File: src/rtl/usb_fifo_bridge.sv
// usb_fifo_bridge
//   Bridge between the MCU peripheral bus and the USB_CDC IN/OUT byte
//   streams. The MCU writes bytes into the IN FIFO and the USB side drains
//   them. The USB side fills the OUT FIFO and the MCU pops it by reading
//   OUT_DATA. Each direction sustains one byte per cycle.
//
// Ports
//   clk_i, rstn_i       clock, asynchronous active-low reset
//   sel_i, read_i,      bus select plus one-cycle read/write strobes
//   write_i
//   addr_i, data_i      byte address and write data
//   data_o              registered read data
//   in_irq_o            pulse one cycle after each IN byte is consumed
//   out_irq_o           pulse one cycle after each OUT byte is accepted
//   irq_o               maskable level interrupt (0 unless the macro is on)
//   in_data_o,          IN FIFO head (0x00 when empty) and non-empty flag
//   in_valid_o
//   in_ready_i          USB consumes the head when high with in_valid_o
//   out_data_i,         OUT byte and valid from USB
//   out_valid_i
//   out_ready_o         OUT FIFO not full
//
// Build option
//   USB_FIFO_BRIDGE_IRQ_EN : implements the IRQ_EN register at 0x0010 and
//   drives irq_o from a flop. Without it, irq_o is 0 and 0x0010 reads 0x00.

module usb_fifo_bridge #(
  parameter int IN_DEPTH  = 4,
  parameter int OUT_DEPTH = 4
) (
  input  logic        clk_i,
  input  logic        rstn_i,
  input  logic        sel_i,
  input  logic        read_i,
  input  logic        write_i,
  input  logic [15:0] addr_i,
  input  logic [7:0]  data_i,
  output logic [7:0]  data_o,
  output logic        in_irq_o,
  output logic        out_irq_o,
  output logic        irq_o,
  output logic [7:0]  in_data_o,
  output logic        in_valid_o,
  input  logic        in_ready_i,
  input  logic [7:0]  out_data_i,
  input  logic        out_valid_i,
  output logic        out_ready_o
);

  localparam int IN_PW  = $clog2(IN_DEPTH);
  localparam int IN_CW  = IN_PW + 1;
  localparam int OUT_PW = $clog2(OUT_DEPTH);
  localparam int OUT_CW = OUT_PW + 1;

  localparam logic [15:0] ADDR_IN_DATA  = 16'h0000;
  localparam logic [15:0] ADDR_STATUS   = 16'h0004;
  localparam logic [15:0] ADDR_OUT_DATA = 16'h0008;
  localparam logic [15:0] ADDR_LEVEL    = 16'h000C;
  localparam logic [15:0] ADDR_IRQ_EN   = 16'h0010;

  logic wr_stb, rd_stb;
  assign wr_stb = sel_i & write_i;
  assign rd_stb = sel_i & read_i;

  // IN FIFO (MCU -> USB)
  logic [7:0]       in_mem [IN_DEPTH];
  logic [IN_PW-1:0] in_wr_ptr, in_rd_ptr;
  logic [IN_CW-1:0] in_count, in_count_next;
  logic             in_full, in_empty, in_wr_hit, in_push, in_consume;
  logic             in_ovf;

  assign in_full    = (in_count == IN_CW'(IN_DEPTH));
  assign in_empty   = (in_count == '0);
  assign in_wr_hit  = wr_stb && (addr_i == ADDR_IN_DATA);
  // A full FIFO drops the write even if USB frees a slot this same cycle.
  assign in_push    = in_wr_hit && !in_full;
  assign in_consume = !in_empty && in_ready_i;
  assign in_valid_o = !in_empty;
  assign in_data_o  = in_empty ? 8'h00 : in_mem[in_rd_ptr];

  // OUT FIFO (USB -> MCU)
  logic [7:0]        out_mem [OUT_DEPTH];
  logic [OUT_PW-1:0] out_wr_ptr, out_rd_ptr;
  logic [OUT_CW-1:0] out_count, out_count_next;
  logic              out_full, out_empty, out_rd_hit, out_accept, out_pop;
  logic              out_udf;

  assign out_full    = (out_count == OUT_CW'(OUT_DEPTH));
  assign out_empty   = (out_count == '0);
  assign out_ready_o = !out_full;
  assign out_accept  = out_valid_i && !out_full;
  assign out_rd_hit  = rd_stb && (addr_i == ADDR_OUT_DATA);
  assign out_pop     = out_rd_hit && !out_empty;

  logic status_wr;
  assign status_wr = wr_stb && (addr_i == ADDR_STATUS);

  always_comb begin
    in_count_next = in_count;
    case ({in_push, in_consume})
      2'b10:   in_count_next = in_count + IN_CW'(1);
      2'b01:   in_count_next = in_count - IN_CW'(1);
      default: in_count_next = in_count;
    endcase
  end

  always_comb begin
    out_count_next = out_count;
    case ({out_accept, out_pop})
      2'b10:   out_count_next = out_count + OUT_CW'(1);
      2'b01:   out_count_next = out_count - OUT_CW'(1);
      default: out_count_next = out_count;
    endcase
  end

  // Storage is deliberately left out of reset; the counts gate every read.
  always_ff @(posedge clk_i) begin
    if (in_push) in_mem[in_wr_ptr] <= data_i;
    if (out_accept) out_mem[out_wr_ptr] <= out_data_i;
  end

  always_ff @(posedge clk_i or negedge rstn_i) begin
    if (!rstn_i) begin
      in_wr_ptr <= '0;
      in_rd_ptr <= '0;
      in_count  <= '0;
      in_irq_o  <= 1'b0;
      in_ovf    <= 1'b0;
    end else begin
      if (in_push)    in_wr_ptr <= in_wr_ptr + IN_PW'(1);
      if (in_consume) in_rd_ptr <= in_rd_ptr + IN_PW'(1);
      in_count <= in_count_next;
      in_irq_o <= in_consume;
      // Set has priority over write-1-to-clear.
      if (in_wr_hit && in_full)       in_ovf <= 1'b1;
      else if (status_wr && data_i[4]) in_ovf <= 1'b0;
    end
  end

  always_ff @(posedge clk_i or negedge rstn_i) begin
    if (!rstn_i) begin
      out_wr_ptr <= '0;
      out_rd_ptr <= '0;
      out_count  <= '0;
      out_irq_o  <= 1'b0;
      out_udf    <= 1'b0;
    end else begin
      if (out_accept) out_wr_ptr <= out_wr_ptr + OUT_PW'(1);
      if (out_pop)    out_rd_ptr <= out_rd_ptr + OUT_PW'(1);
      out_count <= out_count_next;
      out_irq_o <= out_accept;
      if (out_rd_hit && out_empty)     out_udf <= 1'b1;
      else if (status_wr && data_i[5]) out_udf <= 1'b0;
    end
  end

  logic [7:0] irq_en_rd;

`ifdef USB_FIFO_BRIDGE_IRQ_EN
  logic [1:0] irq_en, irq_en_next;
  logic       irq_q;

  assign irq_en_next = (wr_stb && (addr_i == ADDR_IRQ_EN)) ? data_i[1:0] : irq_en;

  // Evaluated on next-state values so irq_o tracks the FIFO state of the
  // same cycle while still coming straight from a flop.
  always_ff @(posedge clk_i or negedge rstn_i) begin
    if (!rstn_i) begin
      irq_en <= 2'b00;
      irq_q  <= 1'b0;
    end else begin
      irq_en <= irq_en_next;
      irq_q  <= (irq_en_next[0] && (in_count_next == '0)) ||
                (irq_en_next[1] && (out_count_next != '0));
    end
  end

  assign irq_o     = irq_q;
  assign irq_en_rd = {6'b000000, irq_en};
`else
  assign irq_o     = 1'b0;
  assign irq_en_rd = 8'h00;
`endif

  logic [7:0] status_rd, level_rd;
  assign status_rd = {2'b00, out_udf, in_ovf, out_full, out_empty, in_empty, in_full};
  assign level_rd  = {4'(out_count), 4'(in_count)};

  // Read data is captured on the strobe edge and held until the next read.
  always_ff @(posedge clk_i or negedge rstn_i) begin
    if (!rstn_i) begin
      data_o <= 8'h00;
    end else if (rd_stb) begin
      case (addr_i)
        ADDR_STATUS:   data_o <= status_rd;
        ADDR_OUT_DATA: data_o <= out_empty ? 8'h00 : out_mem[out_rd_ptr];
        ADDR_LEVEL:    data_o <= level_rd;
        ADDR_IRQ_EN:   data_o <= irq_en_rd;
        default:       data_o <= 8'h00;
      endcase
    end
  end

endmodule

File: config.mk
export PLATFORM = sky130hd
export DESIGN_NAME = usb_fifo_bridge
export DESIGN_NICKNAME = d
export VERILOG_FILES = /design/src/rtl/usb_fifo_bridge.sv
export SDC_FILE = /design/constraint.sdc
export NUM_CORES = 1
export LEC_CHECK = 0
export CORE_MARGIN = 8
export CORE_UTILIZATION = 40
export CTS_CLUSTER_DIAMETER = 200
export CTS_CLUSTER_SIZE = 20
export DETAILED_ROUTE_END_ITERATION = 6
export GPL_TIMING_DRIVEN = 0
export PLACE_DENSITY_LB_ADDON = 0.1
export SETUP_SLACK_MARGIN = 0.3
export SLEW_MARGIN = 20
export SYNTH_ARGS = -nofsm -noshare
export SYNTH_HDL_FRONTEND = slang
export SYNTH_SLANG_ARGS = --single-unit
File: constraint.sdc
create_clock -name clk_i -period 2.65 [get_ports clk_i]
set_input_delay 0.795 -clock clk_i [delete_from_list [all_inputs] [get_ports clk_i]]
set_output_delay 0.795 -clock clk_i [all_outputs]
set_load 0.02 [all_outputs]
Yosys cells after proc, flatten, opt, wreduce, memory -nomap -nowiden
Memory sizes are Yosys's and may differ from the RTL's.
Index checks and enable logic that the tools add are counted.
{ "word_totals": {"ramBits": 64, "elab_cells": 67, "output_inout_bits": 21, "n_memories": 2, "in_bits": 39, "regBits": 26} }
{ "op_classes": {"mux": 13, "bitwise_logic": 2, "eq_ne": 9, "add_sub_neg": 8, "reduce_logical": 22} }
{ "mem_list": {"columns": ["name", "words", "word_bits", "rd", "rd_clocked_by_memory_dff", "write_ports", "line", "source"], "rows": [
  ["in_mem", 4, 8, 1, 0, 1, "66", "logic [7:0] in_mem [IN_DEPTH];"],
  ["out_mem", 4, 8, 1, 0, 1, "82", "logic [7:0] out_mem [OUT_DEPTH];"]
]} }
{ "ops": {"columns": ["operator", "n"], "rows": [
  ["$eq 16x4->1 const B", 2],
  ["$pmux 8 s3", 1],
  ["$eq 16x3->1 const B", 1],
  ["$logic_not 16->1", 1],
  ["$mux 8", 2],
  ["$pmux 3 s2", 2],
  ["$logic_and 1x1->1", 11],
  ["$add 2x1->2 const B", 4],
  ["$mux 1", 8],
  ["$reduce_bool 2->1", 4],
  ["$add 3x1->3 const B", 2],
  ["$eq 3x3->1 const B", 2],
  ["$logic_not 3->1", 2],
  ["$sub 3x1->3 const B", 2],
  ["$eq 2x1->1 const B", 2],
  ["$eq 2x2->1 const B", 2],
  ["$logic_not 1->1", 4],
  ["$and 1x1->1", 2]
]} }

Logic depth before layout (Yosys ltp)
Gate-level depths: netlist (run 1).
{ "logic_depth": {"ltp_word": 5, "ltp_mapped": 11, "mapped_depth_nobuf": 11} }

Least setup slack after synthesis (run 1)
No wires, ideal clock.
{ "synth_path": {"path_type": "input to register", "from": "input addr_i[13]", "to": "register out_count[2]", "t_required_ns": 2.571, "n_path_buf": 0, "path_stages": 9, "t_arrival_ns": 2.810, "setup_time_ns": 0.079, "path_slack_ns": -0.239, "cell_sequence": "nor4_2 -> nand4_2 -> nor4_2 -> ha_1 -> inv_1 -> fa_1 -> xor2_1 -> nor2_1 -> xor2_1"} }
{ "synth_via": {"elab_chain_cells": 5, "elab_cells_between_ends": 7, "classes_between": "3 x eq/ne; 1 x mux; 3 x reduce/logical"} }
{ "synth_rtl": {"columns": ["element", "line", "source"], "rows": [
  ["start: declaration", "36", "input logic [15:0] addr_i,"],
  ["$eq 16x4->1 (*)", "92", "assign out_rd_hit = rd_stb && (addr_i == ADDR_OUT_DATA);"],
  ["$logic_and 1x1->1 (*)", "92", null],
  ["$logic_and 1x1->1 (*)", "93", "assign out_pop = out_rd_hit && !out_empty;"],
  ["net out_pop", "85", "logic out_full, out_empty, out_rd_hit, out_accept, out_pop;"],
  ["$eq 2x1->1 or $eq 2x2->1 (tied branches)", "109", "case ({out_accept, out_pop})"],
  ["$pmux 3 s2 or $reduce_bool 2->1 (tied branches)", null, null],
  ["end signal: assignment", "150", "out_count <= out_count_next;"],
  ["end: declaration", "84", "logic [OUT_CW-1:0] out_count, out_count_next;"]
]} }
The timed path passes the listed nets; every way through them passes the cells marked *.
A chain may end at the register's enable or synchronous reset.

Worst setup path after layout (run 1)
{ "layout_path": {"from": "register in_rd_ptr[0]", "to": "output in_data_o[6]"} }
{ "layout_via": {"elab_chain_cells": 2} }
{ "layout_rtl": {"columns": ["element", "line", "source"], "rows": [
  ["start: declaration", "67", "logic [IN_PW-1:0] in_wr_ptr, in_rd_ptr;"],
  ["start signal: assignment", "131", "if (in_consume) in_rd_ptr <= in_rd_ptr + IN_PW'(1);"],
  ["$mem_v2 4x8", null, null],
  ["$mux 8", "79", "assign in_data_o = in_empty ? 8'h00 : in_mem[in_rd_ptr];"],
  ["end: declaration", "42", "output logic [7:0] in_data_o,"]
]} }
Every way passes these cells.

==> metrics.yaml, run 1 <==
post-route-min-period_ps: 2560
grt_pass1_wl_um: 12600
tritoncts: "built"
cp_num_buf_inv: 3
hold_class: "primary input to asynchronous set/reset pin"
fin_tns_setup_ps: 0
routedWlPerCell_um: 17.1
arrival_ps: 1760
synth_area_mm2: 0.00383
critPathTopFamily: "multiplexers"
drv_cap: 0
diodes: 0
dp_slack_ps: -673
track_usage_pct: 12.9
synth_area_leaders: "edfxtp_1 50%, dfrtp_1 17%, mux4_2 9.4%"
routed_via_density: 4.87
crit_path_cell_trace: "buf_4 > buf_16 > mux4_2 > and2_1 > buf_2"
hold_ws_ps: 427
multi_input_area_mm2: 0.00128
hold_viol: 0
placed_area_mm2: 0.00462
start_util_pct: 41.3
cts_root_buf: "clkbuf_8"
finalWirelength_um: 7730
cts-buffers-inserted: 9
synth_top_area_cell: "edfxtp_1"
cpMaxStageDelayCell: "mux4_2"
startpoint: "in_rd_ptr[0]"
synth_fa_ha_area_share_pct: 4.31
grt_overflow: 0
synth.distinct_cells: 37
final.period_utilization_pct: 96.5
rsz0062_at_grt: "true"
static-leakage-power_nw: 1.85
fmax_mhz: 391
synth_compound_area_share_pct: 3.40
ys.warnings.count: 0
rows: 35
end_kind: "output pin"
seq_area_frac_synth_pct: 67.1
synthFlopType: "edfxtp_1"
synth_seq_cells: 90
crit_required_ps: 1860
die_area_mm2: 0.0130
die_h_um: 114
hpwlAfterDp_um: 5350
cts.path.max_buffers: 2
die_x_um: 114
hold_buffers: 0
layout_commonest_cell: "edfxtp_1"
synth_top_family_by_area: "simple AND/OR/NAND/NOR gates"
cp_max_fo: 5
gp_congestion: 0.712
cts.sinks: 90
final_area_mm2: 0.00494
io_buffer_count: 56
synthCells: 237
tightest_slew_ps: 850
final_cell_mix: "64 x edfxtp_1, 28 x clkdlybuf4s50_1, 26 x dfrtp_1"
grt_max_degree: 27
pwr_density_cell_mw_per_mm2: 795
totalPowerFinal_mw: 3.93
synthArstFlopShare_pct: 28.9
setup_violations: 0
grt_pass1_vias: 2351
syn_to_final_growth_pct: 29.0
synth_mux_area_share_pct: 9.96
synth.avg_cell_area_um2: 16.2
r2r-start: "out_count[2]"
drive_above_1_share_pct: 30.4
fin_ws_ps: 93.0
clock_latency_ps: 360
vias: 2196
ioPinCount: 60
drc_errors: 0
seq_area_mm2: 0.00257
irDropWorstVdd_uv: 324
ant_nets: 0
core_region_area_mm2: 0.00928
path_clk_slew_ps: 100
fin_skew_ps: 12.3
slew_violations: 0
antenna_found_initial: 0
synth_xor_area_share_pct: 2.74
synth_top_area_share_pct: 50.1
finalNetCount: 368
status: "finished, final reports clean"
synth_edf_count: 64
drtIter0Drc: 122
critPathLaunchType: "flip-flop"
cp_slowest_stage_delay_ps: 470
h-tree-depth: 3
critical_path_class: "flip-flop to output pin"
yosys.area_share.simple_pct: 10.2
fillers: 796
drtPass1Iterations: 4
syn_nets: 288
relSlewSlack_pct: 42.9
[power by group]
group,internal [mW],switching (mW),total [mW]
logic,0.621,0.605,1.23
clock network,0.366,0.527,0.894
registers,1.70,0.102,1.81
total,2.69,1.23,3.93
[final timing paths]
kind                                      to  slack (ps)  depth (start not counted)
worst max-delay path            in_data_o[6]          90                          5
worst min-delay path               data_o[6]         430                          1
worst max register to register  out_count[2]         390                          8
worst min register to register     data_o[3]         500                          2
max in group asynchronous            out_udf        1820                          1
min in group clk_i                 data_o[3]         500                          2
[worst reg2reg max path, cell delays in order (launching register included)]
cell	delay [ps]
dfrtp_1	450
nor3_1	730
nor4_4	100
ha_2	240
buf_4	130
buf_4	120
xor2_1	150
nor2_1	130
xor2_1	150
[layer usage]
layer / part of all wire [%] / wire [um] / GRT usage [%] / vias up
li1: - / - / - / 1051
met1: 45 / 3460 / 16.2 / 1075
met2: 48 / 3720 / 20.1 / 57
met3: 5.3 / 413 / 3.54 / 13
met4: 1.8 / 141 / 6.65 / 0
met5: 0 / 0 / 0 / -
[Yosys cell counts, drive strengths merged, types with 3 or more instances]
library cell,count
buf,4
nor2,8
and3,5
a222oi,5
mux4,16
o21ai,10
nand2,18
inv,13
clkbuf,4
nor4,5
xor2,6
xnor2,6
nor3,3
nand4,4
dfrtp,26
ha,10
and2,13
edfxtp,64
[stage by stage]
step	instances	utilization [%]
after floorplan	237	-
after global placement	422	49.8
after detailed placement	422	49.7
after CTS	447	52.7
after global routing	451	53.2
final	451	53.2
[state kept, by name (all words and copies together), names as in the netlist]
signal	cells
data_o	8
in_mem	32
in_ovf	1
out_rd_ptr	2
in_wr_ptr	2
out_count	3
out_udf	1
out_mem	32
out_wr_ptr	2
in_rd_ptr	2
in_irq_o	1
in_count	3
out_irq_o	1
[area by class of cell]
class | count | area share (%)
sequential | 90 | 52.1
multi-input combinational | 126 | 25.8
timing repair buffer | 69 | 13.0
tap | 129 | 3.27
clock buffer | 9 | 2.51
clock inverter | 7 | 1.42
inverter | 13 | 0.987
buffer | 8 | 0.962
[kinds of logic after synthesis]
logic type	count (synthesis)
adder cells (fa/ha/maj)	12
AO/OA/AOI/OAI	19
multiplexers	18
flip-flops	90
AND/OR/NAND/NOR	64
other	1
XOR/XNOR	12
buffers and inverters	21
[what timing repair did]
action	CTS	global route
setup endpoints to repair	52	34
gates resized for setup	106	10
pin swaps	10	7
setup buffers	8	4
cloned	1	0
Note: power is estimated with default switching activity, not from simulation.
==> run 2: changes to the inputs <==
CORE_MARGIN = default   (was 8)
==> metrics.yaml, run 2 (same netlist as run 1, synthesis figures left out) <==
ant_nets: 0  # unchanged
static-leakage-power_nw: 1.85  # +0.28%
cp_max_fo: 4  # -1
routed_via_density: 4.95  # +1.6%
reg_top3: "in_mem: 32 flops, out_mem: 32 flops, data_o: 8 flops"
crit_path_cell_trace: "buf_6 > buf_16 > mux4_2 > and2_4 > buf_6"
fin_skew_ps: 13.6  # +1.22 ps
syn_to_final_growth_pct: 30.0
final_cell_mix: "64 x edfxtp_1, 29 x clkdlybuf4s50_1, 25 x dfrtp_1"
gp_congestion: 0.724  # +1.7%
drv_cap: 0  # unchanged
antenna_found_initial: 0  # unchanged
final_core_util_pct: 53.9  # +0.70 points
layout_commonest_cell: "edfxtp_1"
track_usage_pct: 16.4  # +3.4 points
r2r_setup_slack_ps: 450  # +60 ps
wl_met2_um: 3670  # -1.4%
hold_ws_ps: 444  # +16.5 ps
end_kind: "output pin"
critPathLaunchType: "flip-flop"
p_comb_share_pct: 31.3  # about the same
clock_latency_ps: 350  # about the same
rsz0062_at_grt: "true"
fillers: 782  # -1.8%
path_clk_slew_ps: 90  # about the same
cts_root_buf: "clkbuf_8"
cp_num_buf_inv: 3  # unchanged
cts.sinks: 90  # unchanged
worstReg2RegEnd: "out_count[2]"
hpwlAfterDp_um: 5050  # -5.6%
cpMaxStageDelayCell: "mux4_2"
cpMostUsedCell: "buf_6"
pwr_density_cell_mw_per_mm2: 825  # +3.9%
setup_violations: 0  # unchanged
hold_viol: 0  # unchanged
die_area_mm2: 0.00998  # -23%
placed_area_mm2: 0.00462  # unchanged
rows: 35  # unchanged
drive_above_1_share_pct: 30.1  # -0.34 points
finalWirelength_um: 7440  # -3.8%
hold_buffers: 0  # unchanged
h-tree-depth: 3  # unchanged
cts-buffers-inserted: 9  # unchanged
grt_pass1_vias: 2332  # -0.81%
arrival_ps: 1740  # -20 ps
p_int_mw: 2.92  # +8.5%
switchingPower_mw: 1.19  # -3.6%
power.share.sequential_pct: 44.1  # -1.9 points
post-route-min-period_ps: 2540  # -21.7 ps
critPathTopFamily: "multiplexers"
diodes: 0  # unchanged
crit_required_ps: 1860  # about the same
seq_area_mm2: 0.00257  # about the same
switching_share_pct: 28.9  # -2.5 points
r2r_cells: 8  # unchanged
core_region_area_mm2: 0.00924  # -0.47%
r2r-start: "out_count[2]"
drtPass1Iterations: 4  # unchanged
die_h_um: 99.9  # -12%
status: "finished, final reports clean"
routedWlPerCell_um: 16.6  # -3.1%
finalNonFillerCells: 448  # -0.67%
slew_violations: 0  # unchanged
cp_slowest_stage_delay_ps: 480  # about the same
tightest_slew_ps: 842  # -7.43 ps
hold_class: "primary input to asynchronous set/reset pin"
grt_overflow: 0  # unchanged
multi_input_area_mm2: 0.00129  # +0.78%
io_buffer_count: 56  # unchanged
met1Wirelength_um: 3250  # -6.0%
startpoint: "in_rd_ptr[0]"
drtIter0Drc: 80  # -34%
ioPinCount: 60  # unchanged
clkPwrFrac_pct: 24.6  # +1.8 points
final_area_mm2: 0.00498  # +0.84%
die_x_um: 99.9  # -12%
grt_max_degree: 27  # unchanged
finalNetCount: 365  # -0.82%
dp_cells: 422  # unchanged
critical_path_class: "flip-flop to output pin"
tritoncts: "built"
grt_pass1_wl_um: 12000  # -5.3%
vias: 2216  # +0.91%
cts.path.max_buffers: 2  # unchanged
final.period_utilization_pct: 95.7  # -0.82 points
drc_errors: 0  # unchanged
fmax_mhz: 394  # +0.86%
relSlewSlack_pct: 43.4  # +0.50 points
met3_length_um: 465  # +13%
start_util_pct: 41.5  # +0.20 points
top_layer_used: "met4"
irDropWorstVdd_uv: 352  # +8.4%
## run 2: cell count changes in the layout (fill, tap and decap cells not counted), sizes merged
| cell | before | now |
|---|---|---|
| buf | 35 | 32 |
| bufinv | 0 | 2 |
| dlymetal6s2s | 2 | 1 |
| clkbuf | 15 | 14 |
| inv | 17 | 14 |
| clkdlybuf4s15 | 3 | 4 |
| clkdlybuf4s50 | 28 | 29 |
| dlygate4sd2 | 3 | 4 |
## run 2: area by class of cell
type / instances / share of cell area [%]
plain buffers: 8 / 0.979
clock buffers: 10 / 2.56
clock inverters: 6 / 1.81
inverters: 13 / 0.979
multi-input cells: 126 / 25.8
flip-flops and latches: 90 / 51.6
well taps: 129 / 3.24
repair buffers: 66 / 13.0
## run 2: through the flow
stage          worst slack, ps  total power [mW]  setup TNS [ps]
2_1_floorplan             19.9              2.52               0
3_3_place_gp              -664              2.92          -16100
3_5_place_dp              -700              2.94          -16870
4_1_cts                   87.0              4.13               0
5_1_grt                   35.0              4.34               0
6_report                   115              4.11               0
## run 2: power by group through the flow
stage	logic [mW]	clock network, mW	registers, mW
global route	1.41	1.09	1.83
global placement	1.09	0	1.82
finish	1.29	1.01	1.81
CTS	1.28	1.04	1.81
floorplan	0.703	0	1.81
detailed placement	1.11	0	1.83
## run 2: what timing repair did
action,CTS,global route
pin swaps,11,9
endpoints found under the hold margin,0,0
gates cloned,1,0
gates resized for setup,119,9
setup buffers,9,0
endpoints found under the setup margin,53,47
## run 2: worst max path at each step
| stage | cells after the start | endpoint |
|---|---|---|
| 5_1_grt | 5 | in_data_o[6] |
| 2_1_floorplan | 11 | in_count[2] |
| 4_1_cts | 10 | out_count[2] |
| 3_5_place_dp | 10 | out_count[2] |
| 3_3_place_gp | 12 | in_count[2] |
| 6_report | 5 | in_data_o[5] |
## run 2: metal layers
layer	up-vias	track usage, %
li1	1041	-
met2	67	26.6
met4	0	5.32
met1	1104	21.2
met3	4	4.74
met5	-	0
